### src/rtl/lut_frag_k.sv
// K-input LUT fragment with a serially loaded, double-buffered truth table,
// optional carry-in on the top select bit and a clock-enabled output register.
// Optional feature: LFRAG_CFG_PARITY_EN adds an even-parity bit to each configuration word.
module lut_frag_k #(
    parameter int K = 4
) (
    input  logic         QCK,
    input  logic         QRT,
    input  logic [K-1:0] I,
    input  logic         CarryIn,
    input  logic         QEN,
    input  logic         cfg_start,
    input  logic         cfg_valid,
    input  logic         cfg_data,
    output logic         cfg_ready,
    output logic         cfg_done,
    output logic         cfg_err,
    output logic         LUTOutput,
    output logic         CarryOut,
    output logic         QZ
);

    localparam int T  = 1 << K;
`ifdef LFRAG_CFG_PARITY_EN
    localparam int W  = T + 2;
`else
    localparam int W  = T + 1;
`endif
    localparam int CW = $clog2(W + 1);

    typedef enum logic [1:0] {
        IDLE   = 2'd0,
        SHIFT  = 2'd1,
        COMMIT = 2'd2
    } state_t;

    state_t         state;
    logic [W-1:0]   shadow;
    logic [W-1:0]   shadow_nxt;
    logic [T-1:0]   tbl;
    logic           cin_sel;
    logic [CW-1:0]  cnt;
    logic           accept;
    logic           last_bit;
    logic           word_ok;
    logic           msb;
    logic [K-1:0]   lut_idx;
    logic [K-1:0]   carry_idx;

    assign accept     = cfg_valid && cfg_ready;
    assign last_bit   = (cnt == CW'(W - 1));
    assign shadow_nxt = {cfg_data, shadow[W-1:1]};

    // Parity is judged on the word as it will stand after the final shift.
`ifdef LFRAG_CFG_PARITY_EN
    assign word_ok = ~^shadow_nxt;
`else
    assign word_ok = 1'b1;
`endif

    always_ff @(posedge QCK or posedge QRT) begin
        if (QRT) begin
            state     <= IDLE;
            shadow    <= '0;
            tbl       <= '0;
            cin_sel   <= 1'b0;
            cnt       <= '0;
            cfg_ready <= 1'b0;
            cfg_done  <= 1'b0;
            cfg_err   <= 1'b0;
        end else begin
            case (state)
                IDLE: begin
                    cfg_done <= 1'b0;
                    cfg_err  <= 1'b0;
                    if (cfg_start) begin
                        state     <= SHIFT;
                        cnt       <= '0;
                        cfg_ready <= 1'b1;
                    end
                end
                SHIFT: begin
                    if (accept) begin
                        shadow <= shadow_nxt;
                        cnt    <= cnt + CW'(1);
                        if (last_bit) begin
                            state     <= COMMIT;
                            cfg_ready <= 1'b0;
                            cfg_done  <= word_ok;
                            cfg_err   <= !word_ok;
                        end
                    end
                end
                COMMIT: begin
                    // cfg_done doubles as the commit decision taken on the last shift.
                    if (cfg_done) begin
                        tbl     <= shadow[T-1:0];
                        cin_sel <= shadow[T];
                    end
                    cfg_done <= 1'b0;
                    cfg_err  <= 1'b0;
                    state    <= IDLE;
                end
                default: begin
                    state     <= IDLE;
                    cfg_ready <= 1'b0;
                    cfg_done  <= 1'b0;
                    cfg_err   <= 1'b0;
                end
            endcase
        end
    end

    // Carry-out always reads the top half, whatever drives the top select.
    assign msb       = cin_sel ? CarryIn : I[K-1];
    assign lut_idx   = {msb, I[K-2:0]};
    assign carry_idx = {1'b1, I[K-2:0]};
    assign LUTOutput = tbl[lut_idx];
    assign CarryOut  = tbl[carry_idx];

    always_ff @(posedge QCK or posedge QRT) begin
        if (QRT)
            QZ <= 1'b0;
        else if (QEN)
            QZ <= LUTOutput;
    end

endmodule

### config.mk
export PLATFORM = sky130hd
export DESIGN_NAME = lut_frag_k
export DESIGN_NICKNAME = d
export VERILOG_FILES = /design/src/rtl/lut_frag_k.sv
export SDC_FILE = /design/constraint.sdc
export NUM_CORES = 1
export LEC_CHECK = 0
export BUFFER_PORTS_ARGS = -buffer_cell sky130_fd_sc_hd__buf_2
export CORE_AREA = 3 3 74 69
export CTS_BUF_LIST = sky130_fd_sc_hd__clkbuf_2 sky130_fd_sc_hd__clkbuf_4 sky130_fd_sc_hd__clkbuf_8
export DETAILED_ROUTE_END_ITERATION = 8
export DIE_AREA = 0 0 77 72
export PLACE_DENSITY = 0.65
export SYNTH_ARGS = -nofsm -noshare
export SYNTH_HDL_FRONTEND = slang
export SYNTH_SLANG_ARGS = --single-unit
### constraint.sdc
create_clock -name QCK -period 1.8 [get_ports QCK]
set_input_delay 0.09 -clock QCK [delete_from_list [all_inputs] [get_ports QCK]]
set_output_delay 0.09 -clock QCK [all_outputs]
set_load 0.05 [all_outputs]
## After elaboration in Yosys (flattened, before gate mapping)

Index checks and enable logic that the tools add are counted.

- Shift-type cells: 0
- Bitwise gates (word level): 1
- $mul: 0
- Order comparisons: 2
- Divide/modulo/power cells: 0
- Eq/ne operators: 6
- Reductions and logical operators: 9
- Add/sub/neg operators: 1
- Multiplexer cells: 20

Operators by type and width:

| cell | count |
|---|---|
| < comparator 4 x 5 -> 1 bit (second input constant) | 2 |
| two-way mux 1 bit | 10 |
| two-way mux 5 bit | 2 |
| one-hot mux 5 bit (2 select lines) | 1 |
| two-way mux 2 bit | 3 |
| inequality test 2 bit (second input constant) | 3 |
| AND reduction 2 bit | 3 |
| AND reduction 3 bit | 2 |
| adder 5 x 1 -> 5 bit (second input constant) | 1 |
| equality test 5 bit (second input constant) | 1 |
| binary-select mux 1 bit (select 4 bit) | 1 |
| one-hot mux 2 bit (2 select lines) | 1 |
| AND reduction 4 bit | 1 |
| binary-select mux 1 bit (select 3 bit) | 1 |
| one-hot mux 1 bit (3 select lines) | 1 |
| equality test 2 x 1 -> 1 bit (second input constant) | 1 |
| equality test 2 bit (second input constant) | 1 |
| zero test 2 bit | 1 |
| nonzero test 2 bit | 1 |
| logical AND 1 bit | 1 |
| inverter 1 bit | 1 |

- Memories: 0
- ROM bits: 0
- Bits in writable memories: 0
- Bits in latches: 0
- Logic and storage cells: 48
- Input bits: 11
- Output and inout bits: 6
- Register bits after elaboration: 45

## Logic depth before layout (Yosys ltp)

Gate-level depths: netlist (run 1).

- Depth after elaboration: 4
- Depth in mapped cells: 5
- Depth with buffers taken out: 5

## Least setup slack after synthesis (run 1)

OpenSTA, ideal clock, no wires.

- Path type: register -> register
- Start: register cfg_ready
- End: register cnt[4]
- Clock period less this slack: 1.612 ns
- Required time: 1.723 ns
- Arrival: 1.535 ns
- Library setup time: 0.077 ns
- Path slack: 0.188 ns
- Buffers on the path: 0
- Cell stages (with the launch flop): 4
- Cells stage by stage: dfrtp_1 -> nand4b_4 -> or4_1 -> a21oi_1

- Cells in the longest elaborated chain, start to end: 3

RTL lines:

| item | line | RTL |
|---|---|---|
| start, declared | 15 | `output logic cfg_ready,` |
| start signal, assigned | 68 | `cfg_ready <= 1'b0;` |
| start signal, assigned | 79 | `cfg_ready <= 1'b1;` |
| start signal, assigned | 88 | `cfg_ready <= 1'b0;` |
| logical AND 1 bit | 50 | `assign accept = cfg_valid && cfg_ready;` |
| inequality test 2 bit (no line) | - |  |
| AND reduction 3 bit (no line) | - |  |
| end signal, assigned | 85 | `cnt <= cnt + CW'(1);` |
| end, declared | 42 | `logic [CW-1:0] cnt;` |

No other way between the ends.
A chain may end at the register's enable or synchronous reset.

## Worst setup path after layout (run 1)

- Start: register tbl[13]
- End: output LUTOutput

- Cells in the longest elaborated chain, start to end: 2

RTL lines:

| item | line | RTL |
|---|---|---|
| start, declared | 40 | `logic [T-1:0] tbl;` |
| start signal, assigned | 97 | `tbl <= shadow[T-1:0];` |
| binary-select mux 1 bit (select 4 bit) | 118 | `assign LUTOutput = tbl[lut_idx];` |
| two-way mux 1 bit (not written as such) | 118 |  |
| end, declared | 18 | `output logic LUTOutput,` |

No other way between the ends. The select of a mux whose other input is x is not followed.

==> results.yml, run 1 <==
outcome:
  status: "complete, no violations"
floorplanning:
  die_h_um: 72
  fp.dieArea_um2: 5540
  ios: 17
  fp.dieW_um: 77
  core_area_um2: 4400
  start_util: 0.438
  rows: 23
cts:
  cts_tree: "yes"
  cts-root-buf: "clkbuf_8"
  numCtsBuffers: 5
  clock_latency_ns: 0.28
  htree_levels: 2
  cts.reportedPaths.clkPinSlew_ns: 0.08
  max-clock-path-buffers: 2
  cts_sinks: 44
global_routing:
  met1_usage: 0.155
  grt_antenna_before_repair: 0
  grt_max_degree: 45
  grt_overflow: 0
  busiest_layer: "met2"
  track_usage: 0.131
  met3_usage: 0.0335
  grt_pass1_wl_um: 5660
  gr-usage-met2: 0.226
  grt_pass1_vias: 1202
power:
  peakVddDrop_mv: 0.705
  p_leak_nw: 1.07
  power_density_nw_per_um2: 1350
  p_total_w: 0.00297
synthesis:
  syn_area_per_cell_um2: 14.4
  synth_cell_type_count: 28
  synth_seq_cells: 44
  syn_area_um2: 1930
  dominantRegCellSynth: "dfrtp_1"
  yosys.area.top_type_share: 0.571
  synth_edf_count: 0
  yosys.area.top_type: "dfrtp_1"
  async_flop_share: 1.00
  yosysMostFrequentCell: "dfrtp_1"
  ys_seq_area_frac: 0.571
  yosysWarnings: 0
  yosys-top-cells-count: "44 x dfrtp_1, 34 x mux2_2, 10 x inv_1"
  netlist_top_cells_area: "dfrtp_1 57%, mux2_2 20%, mux4_1 5.4%, mux2i_1 2.1%, inv_1 1.9%"
  syn_nets: 147
  syn_inst: 134
worst_hold_path:
  hold_depth: 2
  hp-start: "cfg_data"
  worstHoldPathType: "primary input to flip-flop"
  min_to: "shadow[16]"
timing:
  hold_viol_final: 0
  clock_skew_ns: 0.00240
  tightest_slew_ns: 0.541
  finalSetupViolations: 0
  fmax_mhz: 565
  layout_setup_ws_ns: 0.0291
  max_slew_margin: 0.639
  period_needed_ns: 1.77
  fin_crit_sh: 0.984
  slew_violations: 0
  rsz0062_at_grt: "yes"
setup_path:
  cp-end-kind: "primary output"
  slowest_delay_ns: 0.52
  cp.required_ns: 1.71
  crit_family: "multiplexers"
  criticalPathCategory: "flip-flop to primary output"
  worst-path-stages: 4
  critPathSlowestCell: "mux4_2"
  path_cells: "mux4_2, mux2i_4, mux2i_1, buf_4"
  reg2reg_setup_slack_ns: 0.32
  worst-path-max-fanout: 3
  crit_path_start_kind: "flip-flop"
  r2r-start: "state[1]"
  path_buf_inv: 1
  reg2reg_to: "cnt[3]"
  cp.arrival_ns: 1.68
  worstRegToRegCells: 3
layout:
  drive_gt1_frac: 0.430
  insertedDiodeCount: 0
  area_growth_syn_to_layout_pct: 14.3
  fin_nets: 170
placed_design:
  port-buffer-count: 15
  gp_congestion: 0.771
  dpl_worst_slack_ns: 0.227
  hpwl_um: 2250
detailed_routing:
  via_per_inst: 5.15
  wirelength_um: 3340
  drtIter0Drc: 50
  firstDrtPassIters: 4
  via_count: 1133
  detail-route-antenna-nets: 0
  drc: 0
  wl_per_cell_um: 15.2
job:
  maxCapViolCount: 0
## cell type report
class / count / area [µm²]
clock buffer: 8 / 97.6
fill: 395 / 2200
inverter: 10 / 37.5
multi-input combinational: 76 / 773
sequential: 44 / 1100
tap: 62 / 77.6
timing repair buffer: 20 / 118
## layer usage
| metal | vias to the layer above | share of wire |
|---|---|---|
| met2 | 16 | 0.49 |
| li1 | 530 | - |
| met3 | 5 | 0.033 |
| met5 | - | 0 |
| met1 | 582 | 0.46 |
| met4 | 0 | 0.013 |
## cell families (layout without fill, tap and decap cells)
family	after synthesis	count (layout)	share of synthesized area
fa+ha+maj	2	2	0.0130
compound gates	13	13	0.0447
flops	44	44	0.571
simple gates	18	18	0.0649
buf+inv	14	38	0.0311
mux	42	42	0.274
other cells	1	1	0.00194
## power by group
part           internal, W  leakage [nW]  switching [W]  total [W]
registers          0.00127         0.564       0.000238    0.00151
clock network     0.000343        0.0523       0.000302   0.000645
logic             0.000416         0.454       0.000402   0.000819
total              0.00203          1.07       0.000943    0.00297
## cell usage in the layout, fill, tap and decap left out, types with 2 or more instances in the layout
cell type,netlist,layout
o21ai_0,3,3
nand2_1,4,4
nand3_1,2,2
or4_1,2,2
clkbuf_4,0,2
inv_1,10,10
mux2i_1,4,3
o31ai_1,2,2
mux2_2,34,34
buf_2,3,14
a21oi_1,4,4
mux4_2,0,2
nand2b_1,2,2
buf_4,1,5
mux4_1,4,2
ha_1,2,2
clkbuf_8,0,6
dfrtp_1,44,44
## state kept, by name, indices dropped and copies added, names as in the netlist
signal     count
cfg_done       1
shadow        17
cin_sel        1
cnt            5
cfg_ready      1
state          2
tbl           16
QZ             1
## metrics by stage
step | setup TNS [ns] | instance area, µm² | utilization | hold WS [ns] | cells
after floorplan | 0 | 1930 | - | 0.240 | 134
after global placement | 0 | 2070 | 0.471 | 0.247 | 209
after detailed placement | 0 | 2070 | 0.471 | 0.262 | 209
after CTS | -0.0186 | 2190 | 0.497 | 0.0215 | 219
after global routing | -0.0477 | 2200 | 0.501 | 0.0368 | 220
final | 0 | 2200 | 0.501 | 0.0328 | 220
## worst max-delay path by stage
stage	from	slack [ns]	end
3_5_place_dp	tbl[9]	0.23	LUTOutput
5_1_grt	tbl[13]	-0.05	LUTOutput
2_1_floorplan	cfg_ready	0.19	cnt[4]
4_1_cts	tbl[13]	-0.02	LUTOutput
3_3_place_gp	tbl[9]	0.32	LUTOutput
6_report	tbl[13]	0.03	LUTOutput
## timing repair
action | CTS | global route
endpoints found under the hold margin | 44 | 0
hold buffers | 1 | 0
setup endpoints to repair | 2 | 2
pin swaps | 0 | 0
buffers inserted | 1 | 1
resized for setup | 4 | 1
(Power assumes the default switching activity.)
==> run 2, diff against run 1 <==
--- a/config.mk
+++ b/config.mk
@@ -13,2 +13,3 @@
 export PLACE_DENSITY = 0.65
+export SLEW_MARGIN = 5
 export SYNTH_ARGS = -nofsm -noshare
==> constraint.sdc (replaced) <==
create_clock -name QCK -period 1.8 [get_ports QCK]
set_input_delay 0.54 -clock QCK [delete_from_list [all_inputs] [get_ports QCK]]
set_output_delay 0.54 -clock QCK [all_outputs]
set_load 0.05 [all_outputs]
==> run 2 against run 1 <==
- the run now ends with setup timing left
- wire length is essentially flat
- count of clock-buffer cells in the layout decreased by 1
- sequential share of layout area fell by 2.1 points
- core utilization up 2.2 points
- register-to-register slack lost 0.10 ns
- cell count increased by 1.4%
- critical path type unchanged
- highest routed layer unchanged
==> results.yml, run 2 (synthesis results as in run 1) <==
layout:
  fin_cells: 223
  reg_top3: "shadow (17), tbl (16), cnt (5)"
  insertedDiodeCount: 0
  area_growth_syn_to_layout_pct: 19.2
  fin_nets: 173
  largest_reg_flops: 17
  drive_gt1_frac: 0.478
  fillers: 377
  layout_common_cells: "44 x dfrtp_1, 34 x mux2_2, 12 x buf_2"
  largest_register: "shadow"
  layout_commonest_cell: "dfrtp_1"
cts:
  cts.reportedPaths.clkPinSlew_ns: 0.08
  clock_latency_ns: 0.30
  max-clock-path-buffers: 2
  cts-root-buf: "clkbuf_8"
  numCtsBuffers: 5
  cts_tree: "yes"
  cts_sinks: 44
  cts_hold_buf: 0
  htree_levels: 2
power:
  clkPwrFrac: 0.258
  p_comb_frac: 0.266
  p_leak_nw: 1.09
  power_density_nw_per_um2: 1380
  sw_frac_of_total: 0.306
  netSwitchingPower_w: 0.000970
  peakVddDrop_mv: 0.662
  p_total_w: 0.00317
  p_seq_frac: 0.475
  p_int_w: 0.00220
floorplanning:
  fp.dieW_um: 77
  ios: 17
  start_util: 0.438
  die_h_um: 72
  fp.dieArea_um2: 5540
  core_area_um2: 4400
  rows: 23
timing:
  clock_skew_ns: 0.00483
  fmax_mhz: 454
  hold_viol_final: 0
  layout_setup_ws_ns: -0.403
  hold_ws_ns: 0.284
  slew_violations: 0
  period_needed_ns: 2.20
  finalSetupViolations: 2
  rsz0062_at_grt: "yes"
  fin_crit_sh: 1.22
global_routing:
  grt_pass1_wl_um: 6030
  grt_antenna_before_repair: 0
  track_usage: 0.143
  grt_max_degree: 45
  grt_overflow: 0
  grt_pass1_vias: 1289
placed_design:
  hpwl_um: 2390
  port-buffer-count: 15
  gp_congestion: 0.781
  dpl_worst_slack_ns: -0.540
  dp_cells: 214
setup_path:
  cp.required_ns: 1.26
  criticalPathCategory: "flip-flop to primary output"
  worst-path-max-fanout: 3
  cp-end-kind: "primary output"
  cp.arrival_ns: 1.66
  crit_path_start_kind: "flip-flop"
outcome:
  failed_checks: "setup timing"
  status: "complete, but fails checks"
detailed_routing:
  via_per_inst: 5.11
  wl_per_cell_um: 15.0
  firstDrtPassIters: 2
  detail-route-antenna-nets: 0
  drtIter0Drc: 36
  drc: 0
  wirelength_um: 3340
  via_count: 1140
job:
  maxCapViolCount: 0
worst_hold_path:
  worstHoldPathType: "primary input to asynchronous set/reset pin"
-- run 2: final timing paths --
path | from | end | slack [ns] | cells after the start
setup / recovery | tbl[15] | LUTOutput | -0.40 | 4
hold / removal | QRT | QZ | 0.28 | 3
setup reg to reg | tbl[15] | QZ | 0.22 | 5
hold reg to reg | tbl[12] | tbl[12] | 0.50 | 1
max in group asynchronous | QRT | tbl[12] | 1.31 | 3
min in group QCK | cfg_data | shadow[16] | 0.47 | 2
-- run 2: stage by stage --
step,instance area (µm²),utilization,TNS (ns)
floorplan,1940,-,-0.315
global placement,2140,0.486,-1.00
detailed placement,2140,0.486,-1.12
CTS,2300,0.522,-0.802
global route,2300,0.522,-0.900
finish,2300,0.522,-0.760
-- run 2: power by group through the flow --
stage	logic (W)	registers [W]	clock network, W
2_1_floorplan	0.000608	0.00152	0
3_3_place_gp	0.000811	0.00150	0
3_5_place_dp	0.000857	0.00153	0
4_1_cts	0.000864	0.00151	0.000836
5_1_grt	0.000950	0.00156	0.000893
6_report	0.000845	0.00151	0.000819
-- run 2: routing by layer --
metal	track usage	vias up	wire, µm
met4	0.0652	0	50
li1	-	534	-
met5	0	-	0
met1	0.173	586	1530
met2	0.233	15	1650
met3	0.0496	5	100
-- run 2: final cells by class --
class,count,area [µm²],share of cell area
clock inverters,1,30.0,0.0131
repair buffers,23,166,0.0724
flip-flops and latches,44,1100,0.479
inverters,10,37.5,0.0163
well taps,62,77.6,0.0337
clock buffers,7,96.3,0.0419
multi-input cells,76,791,0.344
-- run 2: worst max-delay path: stages, from the launching register on --
cell     delay [ns]
dfrtp_1        0.39
mux4_2         0.50
mux2i_4        0.22
mux2i_4        0.09
buf_6          0.16
-- run 2: repair_timing --
item	CTS	global route
endpoints found under the setup margin	2	2
cloned	0	0
setup buffers	1	0
resized for setup	7	0
==> run 3, diff against run 2 <==
Settings changed: CORE_AREA 3 3 74 69 to 5 5 66 80, DIE_AREA 0 0 77 72 to 0 0 71 85, PLACE_DENSITY 0.65 to 0.66.
==> run 3 against run 2 <==
- the run still ends with setup timing left
- combinational power shrank 1%
- count of clock-buffer cells in the layout stayed put
- fmax is 1.1% lower
- critical path depth up 1
- critical endpoint unchanged
- largest cell class unchanged
- largest power group unchanged
==> results.yml, run 3 (synthesis results as in run 1) <==
outcome:
  status: "complete, but fails checks"
  failed_checks: "setup timing"
layout:
  largest_register: "shadow"
  layout_common_cells: "44 x dfrtp_1, 34 x mux2_2, 12 x buf_2"
  fin_nets: 170
  finalInstanceArea_um2: 2240
  reg_top3: "shadow (17), tbl (16), cnt (5)"
  area_growth_syn_to_layout_pct: 16.1
  insertedDiodeCount: 0
  drive_gt1_frac: 0.468
  largest_reg_flops: 17
  fillers: 410
  layout_commonest_cell: "dfrtp_1"
timing:
  clock_skew_ns: 0.00704
  period_needed_ns: 2.23
  finalSetupViolations: 2
  fin_crit_sh: 1.24
  fmax_mhz: 449
  layout_setup_ws_ns: -0.428
  rsz0062_at_grt: "yes"
  slew_violations: 0
  hold_viol_final: 0
placed_design:
  port-buffer-count: 15
  hpwl_um: 2300
  gp_congestion: 0.787
  dpl_worst_slack_ns: -0.545
  postPlaceCellArea_um2: 2120
cts:
  max-clock-path-buffers: 2
  cts_tree: "yes"
  htree_levels: 2
  clock_latency_ns: 0.29
  post_cts_buffers: 0
  numCtsBuffers: 5
  cts.reportedPaths.clkPinSlew_ns: 0.08
  cts-root-buf: "clkbuf_8"
  cts_sinks: 44
detailed_routing:
  via_per_inst: 5.14
  wirelength_um: 3180
  drc: 0
  via_count: 1110
  firstDrtPassIters: 4
  drtIter0Drc: 16
  detail-route-antenna-nets: 0
  wl_per_cell_um: 14.7
floorplanning:
  start_util: 0.433
  die_h_um: 85
  ios: 17
  fp.dieW_um: 71
  fp.dieArea_um2: 6040
  rows: 27
  core_area_um2: 4460
power:
  p_leak_nw: 1.05
  peakVddDrop_mv: 0.753
  power_density_nw_per_um2: 1330
worst_hold_path:
  worstHoldPathType: "primary input to asynchronous set/reset pin"
setup_path:
  crit_path_start_kind: "primary input"
  cp-end-kind: "primary output"
  cp.arrival_ns: 1.69
  criticalPathCategory: "primary input to primary output"
  cp.required_ns: 1.26
  worst-path-max-fanout: 4
global_routing:
  track_usage: 0.117
  grt_max_degree: 45
  grt_antenna_before_repair: 0
  grt_pass1_vias: 1190
  grt_overflow: 0
  grt_pass1_wl_um: 5490
job:
  maxCapViolCount: 0
[run 3: worst max-delay path: stages]
cell and delay [ns]:
buf_4 0.13, mux4_2 0.54, mux2i_4 0.23, mux2i_4 0.09
buf_6 0.16
[run 3: final timing paths]
path | from | endpoint | slack, ns | cells past startpoint
max | I[0] | LUTOutput | -0.43 | 5
min | QRT | shadow[13] | 0.29 | 3
max reg2reg | state[0] | cin_sel | 0.33 | 3
min reg2reg | tbl[7] | tbl[7] | 0.51 | 1
max in group asynchronous | QRT | cnt[1] | 1.30 | 3
min in group QCK | cfg_data | shadow[16] | 0.48 | 2
[run 3: per-stage QoR]
step / total power (W) / hold slack (ns) / setup TNS (ns) / util / cells
2_1_floorplan: 0.00213 / 0.474 / -0.315 / - / 134
3_3_place_gp: 0.00231 / 0.476 / -0.943 / 0.475 / 208
3_5_place_dp: 0.00237 / 0.496 / -1.03 / 0.475 / 208
4_1_cts: 0.00302 / 0.296 / -0.839 / 0.500 / 216
5_1_grt: 0.00319 / 0.311 / -0.905 / 0.502 / 216
6_report: 0.00298 / 0.293 / -0.804 / 0.502 / 216
[run 3: metal layers]
metal,global-route usage,up-vias,routed length [µm]
li1,-,526,-
met1,0.135,553,1330
met2,0.195,25,1640
met3,0.0450,6,169
met4,0.0462,0,51
met5,0,-,0
[run 3: power breakdown]
| part | leakage [nW] | internal, W | total, W | switching (W) |
|---|---|---|---|---|
| clock network | 0.0479 | 0.000327 | 0.000648 | 0.000322 |
| registers | 0.564 | 0.00127 | 0.00150 | 0.000230 |
| logic | 0.443 | 0.000436 | 0.000835 | 0.000399 |
[run 3: timing repair]
item                       CTS  global route
resized for setup            5             1
pin swaps                    0             0
hold buffers                 0             0
setup endpoints to repair    2             2
[run 3: layout make-up]
cell class | count | area (µm²) | share of cell area
Tap cell | 58 | 72.6 | 0.0324
Clock inverter | 1 | 7.51 | 0.00335
Multi-Input combinational cell | 76 | 791 | 0.353
Inverter | 10 | 37.5 | 0.0168
Clock buffer | 7 | 90.1 | 0.0402
Timing Repair Buffer | 20 | 140 | 0.0626
Sequential cell | 44 | 1100 | 0.492
